**config.mk**
```make
export PLATFORM = sky130hd
export DESIGN_NAME = instr_fetch_unit
export DESIGN_NICKNAME = d
export VERILOG_FILES = /design/src/rtl/cpu_pkg.sv /design/src/rtl/pc_next_sel.sv /design/src/rtl/instr_fetch_unit.sv
export SDC_FILE = /design/constraint.sdc
export NUM_CORES = 1
export LEC_CHECK = 0
export BUFFER_PORTS_ARGS = -buffer_cell sky130_fd_sc_hd__buf_2
export CAP_MARGIN = 20
export CELL_PAD_IN_SITES_DETAIL_PLACEMENT = 1
export CELL_PAD_IN_SITES_GLOBAL_PLACEMENT = 1
export CORE_UTILIZATION = 42
export DETAILED_ROUTE_END_ITERATION = 6
export GPL_TIMING_DRIVEN = 0
export PLACE_DENSITY_LB_ADDON = 0.15
export SKIP_CTS_REPAIR_TIMING = 1
export SYNTH_ARGS = -nofsm -noshare
export SYNTH_HDL_FRONTEND = slang
export SYNTH_SLANG_ARGS = --single-unit
```
**constraint.sdc**
```tcl
create_clock -name clk -period 4.2 [get_ports clk]
set_input_delay 0.84 -clock clk [delete_from_list [all_inputs] [get_ports clk]]
set_output_delay 0.84 -clock clk [all_outputs]
set_load 0.005 [all_outputs]
```
**src/rtl/cpu_pkg.sv**
```systemverilog
// rtl/cpu_pkg.sv - shared fetch-stage types and defaults
package cpu_pkg;

    // Fetch sequencer states
    typedef enum logic [1:0] {
        IDLE  = 2'd0,
        FETCH = 2'd1,
        DRAIN = 2'd2,
        FULL  = 2'd3
    } fetch_state_t;

    // First PC fetched after reset
    localparam logic [31:0] RESET_PC_DEFAULT  = 32'h0000_0000;

    // addi x0,x0,0 shown on instr while nothing has been fetched
    localparam logic [31:0] NOP_INSTR_DEFAULT = 32'h0000_0013;

    // Sequential fetch stride in bytes
    localparam logic [31:0] PC_INCR = 32'd4;

endpackage

```
**src/rtl/pc_next_sel.sv**
```systemverilog
// rtl/pc_next_sel.sv - next-PC mux (advance / redirect / hold) and misalign detect
module pc_next_sel
    import cpu_pkg::*;
(
    input  logic [31:0] i_pc,
    input  logic        i_advance,
    input  logic        i_redirect,
    input  logic [31:0] i_redirect_pc,
    output logic [31:0] o_pc_next,
    output logic        o_misalign
);

    logic [31:0] w_target;

    // Redirect targets are word aligned by dropping the low two bits
    assign w_target = {i_redirect_pc[31:2], 2'b00};

    // Redirect beats sequential advance; otherwise the PC holds
    always_comb begin
        o_pc_next = i_pc;
        if (i_redirect) begin
            o_pc_next = w_target;
        end else if (i_advance) begin
            o_pc_next = i_pc + PC_INCR;
        end
    end

    // A redirect with non-zero low bits is reported as misaligned
    assign o_misalign = i_redirect && (i_redirect_pc[1:0] != 2'b00);

endmodule

```
**src/rtl/instr_fetch_unit.sv**
```systemverilog
// rtl/instr_fetch_unit.sv - fetch stage: PC, imem req/ack, one-entry output register
module instr_fetch_unit
    import cpu_pkg::*;
#(
    parameter logic [31:0] RESET_PC  = RESET_PC_DEFAULT,
    parameter logic [31:0] NOP_INSTR = NOP_INSTR_DEFAULT
) (
    input  logic        clk,
    input  logic        rst_n,
    output logic        imem_req,
    output logic [31:0] imem_addr,
    input  logic        imem_ack,
    input  logic [31:0] imem_rdata,
    output logic [31:0] instr,
    output logic [31:0] instr_pc,
    output logic        instr_valid,
    input  logic        instr_ready,
    input  logic        redirect,
    input  logic [31:0] redirect_pc,
    output logic        misalign_err
);

    fetch_state_t r_state;
    logic [31:0]  r_pc;
    logic         r_imem_req;
    logic [31:0]  r_imem_addr;
    logic [31:0]  r_instr;
    logic [31:0]  r_instr_pc;
    logic         r_instr_valid;
    logic         r_misalign_err;
    logic         r_drop;

    logic [31:0]  w_pc_next;
    logic         w_misalign;
    logic         w_capture;

    // Only a return in FETCH that no redirect has made stale is kept
    assign w_capture = (r_state == FETCH) && imem_ack && !redirect && !r_drop;

    pc_next_sel u_pc_next_sel (
        .i_pc          (r_pc),
        .i_advance     (w_capture),
        .i_redirect    (redirect),
        .i_redirect_pc (redirect_pc),
        .o_pc_next     (w_pc_next),
        .o_misalign    (w_misalign)
    );

    // Fetch sequencer with registered memory-side and decode-side outputs
    always_ff @(posedge clk or negedge rst_n) begin
        if (!rst_n) begin
            r_state        <= IDLE;
            r_pc           <= RESET_PC;
            r_imem_req     <= 1'b0;
            r_imem_addr    <= RESET_PC;
            r_instr        <= NOP_INSTR;
            r_instr_pc     <= RESET_PC;
            r_instr_valid  <= 1'b0;
            r_misalign_err <= 1'b0;
            r_drop         <= 1'b0;
        end else begin
            r_misalign_err <= w_misalign;
            r_pc           <= w_pc_next;
            case (r_state)
                IDLE: begin
                    r_state     <= FETCH;
                    r_imem_req  <= 1'b1;
                    r_imem_addr <= w_pc_next;
                end
                FETCH: begin
                    if (redirect) begin
                        if (imem_ack) begin
                            // Request retired; reissue straight away at the target
                            r_imem_addr <= w_pc_next;
                        end else begin
                            // Request cannot be withdrawn: wait it out and throw it away
                            r_drop  <= 1'b1;
                            r_state <= DRAIN;
                        end
                    end else if (w_capture) begin
                        r_instr       <= imem_rdata;
                        r_instr_pc    <= r_pc;
                        r_instr_valid <= 1'b1;
                        r_imem_req    <= 1'b0;
                        r_state       <= FULL;
                    end
                end
                DRAIN: begin
                    if (imem_ack) begin
                        r_drop      <= 1'b0;
                        r_state     <= FETCH;
                        r_imem_addr <= w_pc_next;
                    end
                end
                FULL: begin
                    if (redirect || (r_instr_valid && instr_ready)) begin
                        r_instr_valid <= 1'b0;
                        r_state       <= FETCH;
                        r_imem_req    <= 1'b1;
                        r_imem_addr   <= w_pc_next;
                    end
                end
                default: begin
                    r_state    <= IDLE;
                    r_imem_req <= 1'b0;
                end
            endcase
        end
    end

    assign imem_req     = r_imem_req;
    assign imem_addr    = r_imem_addr;
    assign instr        = r_instr;
    assign instr_pc     = r_instr_pc;
    assign instr_valid  = r_instr_valid;
    assign misalign_err = r_misalign_err;

endmodule

```
-- Word level (Yosys, flattened, before mapping)
Cells that the tools add are included.
- bits in registers: 134
- bits of input ports: 69
- output and inout port bits: 99
- logic and storage cells: 65
- $add $sub $neg: 1
- eq/ne operators: 11
- mux-type cells: 24
- bitwise operators: 1
- reductions and logical operators: 19
- operators by type and width (cell ; number):
    $mux W32 ; 5
    $pmux W32 S4 ; 1
    $add A32 B3 Y32 const B ; 1
    $reduce_and A4 Y1 ; 4
    $mux W2 ; 5
    $ne A2 B2 Y1 const B ; 5
    $mux W1 ; 9
    $pmux W2 S4 ; 1
    $reduce_bool A2 Y1 ; 3
    $logic_and A1 B1 Y1 ; 5
    $eq A2 B2 Y1 const B ; 2
    $pmux W1 S2 ; 2
    $ne A3 B2 Y1 const B ; 1
    $ne A3 B3 Y1 const B ; 1
    $pmux W1 S3 ; 1
    $reduce_and A3 Y1 ; 1
    $reduce_bool A3 Y1 ; 1
    $eq A2 B1 Y1 const B ; 1
    $logic_not A1 Y1 ; 2
    $logic_not A2 Y1 ; 1
    $ne A2 B1 Y1 const B ; 1
    $reduce_and A2 Y1 ; 1
    $logic_or A1 B1 Y1 ; 1
    $not A1 Y1 ; 1

-- Logic depth before layout (Yosys ltp)
- depth in word-level cells: 9
- depth in mapped cells: 9
- depth with buffers taken out: 7

-- Modules after synthesis
From an unflattened synthesis, not the netlist that was laid out.
- cells, all modules: 454
- area, all modules: 5829.3 um^2
- modules (own cells, without submodules) (module ; instances ; cells an instance ; area each (um^2) ; sequential area each (um^2)):
    instr_fetch_unit ; 1 ; 275 ; 4773.3 ; 3357.0
    pc_next_sel ; 1 ; 179 ; 1056.0 ; 0.0

-- Worst setup path after synthesis
OpenSTA, ideal clock, no wires.
- path kind: input-to-reg
- start point: input imem_ack
- end point: register r_imem_addr[12] (netlist: imem_addr[12])
- library setup time: 0.125 ns
- data arrival time: 2.359 ns
- required time: 4.075 ns
- setup slack: 1.717 ns
- cell stages on the path: 7
- path buffers: 2
- cells stage by stage: clkbuf_1 > nand4bb_1 > buf_2 > nor4_1 > xor2_1 > mux2_2 > mux2_2
- longest elaborated chain between the ends: 8
- elaborated cells between the ends (all ways): 9
- RTL lines (element ; RTL line ; RTL):
    from (decl) ; instr_fetch_unit.sv:12 ; input logic imem_ack,
    $logic_and A1 B1 Y1 * (3 in a row) ; instr_fetch_unit.sv:38 ; assign w_capture = (r_state == FETCH) && imem_ack && !redirect && !r_drop;
    $mux W32 * ; pc_next_sel.sv:23 ; end else if (i_advance) begin
    $mux W32 * ; pc_next_sel.sv:21 ; if (i_redirect) begin
    net u_pc_next_sel.o_pc_next[12] ; pc_next_sel.sv:9 ; output logic [31:0] o_pc_next,
    $mux W32 ; instr_fetch_unit.sv:72, instr_fetch_unit.sv:89 ;
    $mux W32 ; instr_fetch_unit.sv:71 ; if (redirect) begin
    $pmux W32 S4 * ; instr_fetch_unit.sv:64 ; case (r_state)
    to (signal assigned) ; instr_fetch_unit.sv:68 ; r_imem_addr <= w_pc_next;
    to (signal assigned) ; instr_fetch_unit.sv:74 ; r_imem_addr <= w_pc_next;
    to (signal assigned) ; instr_fetch_unit.sv:92 ; r_imem_addr <= w_pc_next;
    to (decl) ; instr_fetch_unit.sv:26 ; logic [31:0] r_imem_addr;
The timed path passes the listed nets; every way through them passes the cells marked *. The select of a mux whose other input is x is not followed.
A chain may end at the register's enable or synchronous reset.

-- Worst setup path after layout
- start point: register r_state[1]
- end point: register r_imem_addr[19] (netlist: imem_addr[19])
- longest elaborated chain between the ends: 9
- elaborated cells between the ends (all ways): 16
- RTL lines (element ; RTL line ; RTL):
    from (decl) ; instr_fetch_unit.sv:23 ; fetch_state_t r_state;
    from (signal assigned) ; instr_fetch_unit.sv:52 ; r_state <= IDLE;
    from (signal assigned) ; instr_fetch_unit.sv:66 ; r_state <= FETCH;
    from (signal assigned) ; instr_fetch_unit.sv:78 ; r_state <= DRAIN;
    $eq A2 B1 Y1 ; instr_fetch_unit.sv:38, instr_fetch_unit.sv:64 ;
    $logic_and A1 B1 Y1 (3 in a row) ; instr_fetch_unit.sv:38 ;
    $mux W32 ; pc_next_sel.sv:23 ;
    $mux W32 ; pc_next_sel.sv:21 ;
    $mux W32 ; instr_fetch_unit.sv:72, instr_fetch_unit.sv:89 ;
    $mux W32 ; instr_fetch_unit.sv:71 ;
    $pmux W32 S4 ; instr_fetch_unit.sv:64 ;
Several ways; a longest one is shown, not always the timed one. The select of a mux whose other input is x is not followed.

==> qor.csv <==
stage,metric,value,unit
synthesis,mapped cell area,5890,um2
global_route,vias in the first global route,5589,
cells_and_area,FILL cells,1611,
power,Sw Ratio,33.2,%
critical_path,Crit Path Class,reg -> reg,
critical_path,CP Max Fanout,10,
synthesis,Syn Inst Count,606,
cells_and_area,multi-input logic area,2310,um2
synthesis,syn_nets,680,
sta,Least-Margin Pin Slew,0.776,ns
status,outcome,"finished, final reports clean",
detailed_routing,wire per inst,19.2,um
global_route,Overflow after GRT,0,
global_route,largest net degree at the start of global routing,97,
detailed_routing,DRC viols,0,
sta,# setup viols final,0,
placed_design,port bufs,165,
clock_network,CTS tree,built,
clock_network,CTS Root Cell,clkbuf_16,
cells_and_area,most frequent cells in the layout,"208 x nand2_1, 167 x buf_2, 131 x dfrtp_1",
sta,relative slew slack,47.8,%
critical_path,CP Capture Type,register,
power,Clock power frac,31.8,%
sta,Clock Skews,0.00598,ns
sta,Slew Limit Fails,0,
critical_path,Startpoint Class,register,
critical_path,Critical Path RT,4.50,ns
floorplan,Core Box Area,13500,um2
sta,RSZ-0062 raised after global routing,false,
cells_and_area,"commonest non-fill, non-tap cell in the layout",nand2_1,
floorplan,Die Y,120,um
floorplan,Site Rows,42,
synthesis,ys flop type,dfrtp_1,
critical_path,CP endpoint,imem_addr[19],
critical_path,Reg2Reg Depth,9,
critical_path,R2R Path End,imem_addr[19],
floorplan,die area,14500,um2
placed_design,Inst Count DP,948,
clock_network,cts bufs inserted,17,
placed_design,GPL Wtd Cong,0.879,
power,NetSw,1770,uW
synthesis,Post-synth EDFFs,0,
synthesis,"Distinct cells, synth",50,
clock_network,worst skew pair latency,0.43,ns
sta,Final Hold Fails,0,
cells_and_area,Storage cell area,3360,um2
power,leakage power,0.00389,uW
floorplan,Die X,120,um
detailed_routing,Detail Route Antenna Nets,0,
run,max-cap violation count,0,
cells_and_area,diode count,0,
cells_and_area,Post-Layout Cell Count,980,
power,power per cell area,701,nW/um2
synthesis,synthesized area per cell,9.71,um2
detailed_routing,drt pass-1 iters,5,
cells_and_area,design area,7630,um2
synthesis,ys async rst share,100,%
power,Gate power share,29.4,%
sta,hold_ws,0.314,ns
clock_network,H-tree Lvls,4,
worst_hold_path,HP Class,in -> async,
synthesis,Yosys Warn Count,0,
floorplan,Initial Utilization,43.8,%
global_route,Tot GR Track Use,27.4,%
power,Internal,3580,uW
detailed_routing,WL final,18.8,mm
detailed_routing,total number of vias,5241,
synthesis,Yosys reg bits,134,
critical_path,Critical Path AT,3.20,ns
sta,fmax,0.345,GHz
global_route,global-route wire length before repair,29.8,mm
synthesis,"Seq/Total Area, Yosys",57.0,%
sta,setup TNS,0,ns
cells_and_area,Area Growth Syn to Fin,29.7,%
sta,fin crit share,69.0,%
power,Flop pwr share,38.8,%
detailed_routing,DR iter-0 viols,336,
floorplan,# IOs,168,
detailed_routing,Vias/cell,5.35,
placed_design,DPL Wire Length,13.1,mm
clock_network,# clock sinks,134,
cells_and_area,final-stage net count,865,
placed_design,"Cell Area, Placed",6970,um2
clock_network,clk slew on worst S/H paths,0.06,ns
sta,minimum clock period,2.90,ns
power,Peak VDD IR,353,uV
clock_network,maximum clock insertion buffer count,2,
critical_path,Reg2Reg Launch Point,r_state[1],
critical_path,r2r setup slk,1.30,ns
global_route,initial antenna violation count,0,
cells_and_area,layout cells sized above 1,29.4,%
critical_path,critical path startpoint,r_state[1],
[state kept, by name (all words and copies together) (netlist names)]
signal        flops
imem_addr        32
r_drop            1
imem_req          1
instr_valid       1
instr_pc         32
misalign_err      1
r_pc             32
instr            32
r_state           2
[synth_stat cells (4+ instances only)]
cell type | count | area [um2]
nand4_1 | 10 | 62.6
o21ai_1 | 5 | 25.0
o211ai_1 | 4 | 30.0
dfrtp_1 | 131 | 3280
clkbuf_1 | 21 | 78.8
xor2_1 | 9 | 78.8
nand2_1 | 208 | 781
nor2b_1 | 4 | 25.0
and2_1 | 4 | 25.0
inv_1 | 22 | 82.6
nor2_1 | 17 | 63.8
a21oi_1 | 6 | 30.0
and3_1 | 8 | 50.1
o21ai_0 | 24 | 120
mux2_2 | 22 | 248
nor3_1 | 8 | 40.0
xnor2_1 | 17 | 149
nand3_1 | 19 | 95.1
a222oi_1 | 5 | 50.1
buf_1 | 8 | 30.0
a22oi_1 | 4 | 30.0
o311ai_0 | 5 | 43.8
ha_1 | 5 | 62.6
[final cells by class]
cell class,count,share of cell area (%)
Clock buffer,18,5.75
Tap cell,176,2.88
Buffer,33,1.77
Multi-Input combinational cell,417,30.3
Inverter,22,1.08
Sequential cell,134,44.0
Clock inverter,14,3.02
Timing Repair Buffer,166,11.3
[power groups by stage]
stage	Clock, uW	Sequential [uW]	Combinational (uW)
global route	1770	2130	1740
global placement	0	2060	1490
detailed placement	0	2090	1560
floorplan	0	2080	729
CTS	1720	2080	1590
finish	1700	2070	1570
[through the flow]
step           util [%]  setup WS, ns  total power, uW
2_1_floorplan         -          1.72             2810
3_3_place_gp       51.5         0.480             3540
3_5_place_dp       51.8          1.05             3650
4_1_cts            56.8          1.38             5390
5_1_grt            56.8          1.10             5650
6_report           56.8          1.30             5350
[kinds of logic (layout without fill, tap and decap cells)]
group	after synthesis	in the layout	share of synthesized area, %
DFF	134	134	57.0
and+or+nand+nor	292	292	21.7
xor gates and xnor gates	26	26	3.87
buffers and inverters	55	253	3.70
AOI/OAI and AO/OA	70	70	7.97
muxes	24	24	4.63
adders and majority gates	5	5	1.06
[routing by layer]
metal | share of wire, % | track usage, % | wire length (um)
met1 | 43 | 35.4 | 8180
met2 | 49 | 44.9 | 9180
met3 | 5.7 | 6.18 | 1070
met4 | 2.0 | 10.5 | 369
met5 | 0 | 0 | 0
[worst max-delay path: stages, from the launching register on]
cell and delay, ns:
dfrtp_1 0.39, inv_1 0.08, ha_1 0.21, clkbuf_1 0.22, nor2b_1 0.21, nor3_1 0.48
buf_2 0.38, clkbuf_1 0.50, nand3_1 0.16, o311ai_0 0.14
[worst min-delay path by stage]
| stage | startpoint | end | slack, ns | cells past startpoint |
|---|---|---|---|---|
| global placement | r_pc[0] | instr_pc[0] | 0.44 | 2 |
| global route | rst_n | instr[22] | 0.33 | 1 |
| finish | rst_n | instr[22] | 0.31 | 1 |
| detailed placement | instr[1] | instr[1] | 0.46 | 2 |
| CTS | rst_n | instr[22] | 0.32 | 1 |
| floorplan | r_pc[0] | instr_pc[0] | 0.43 | 2 |
(Power assumes the default switching activity.)
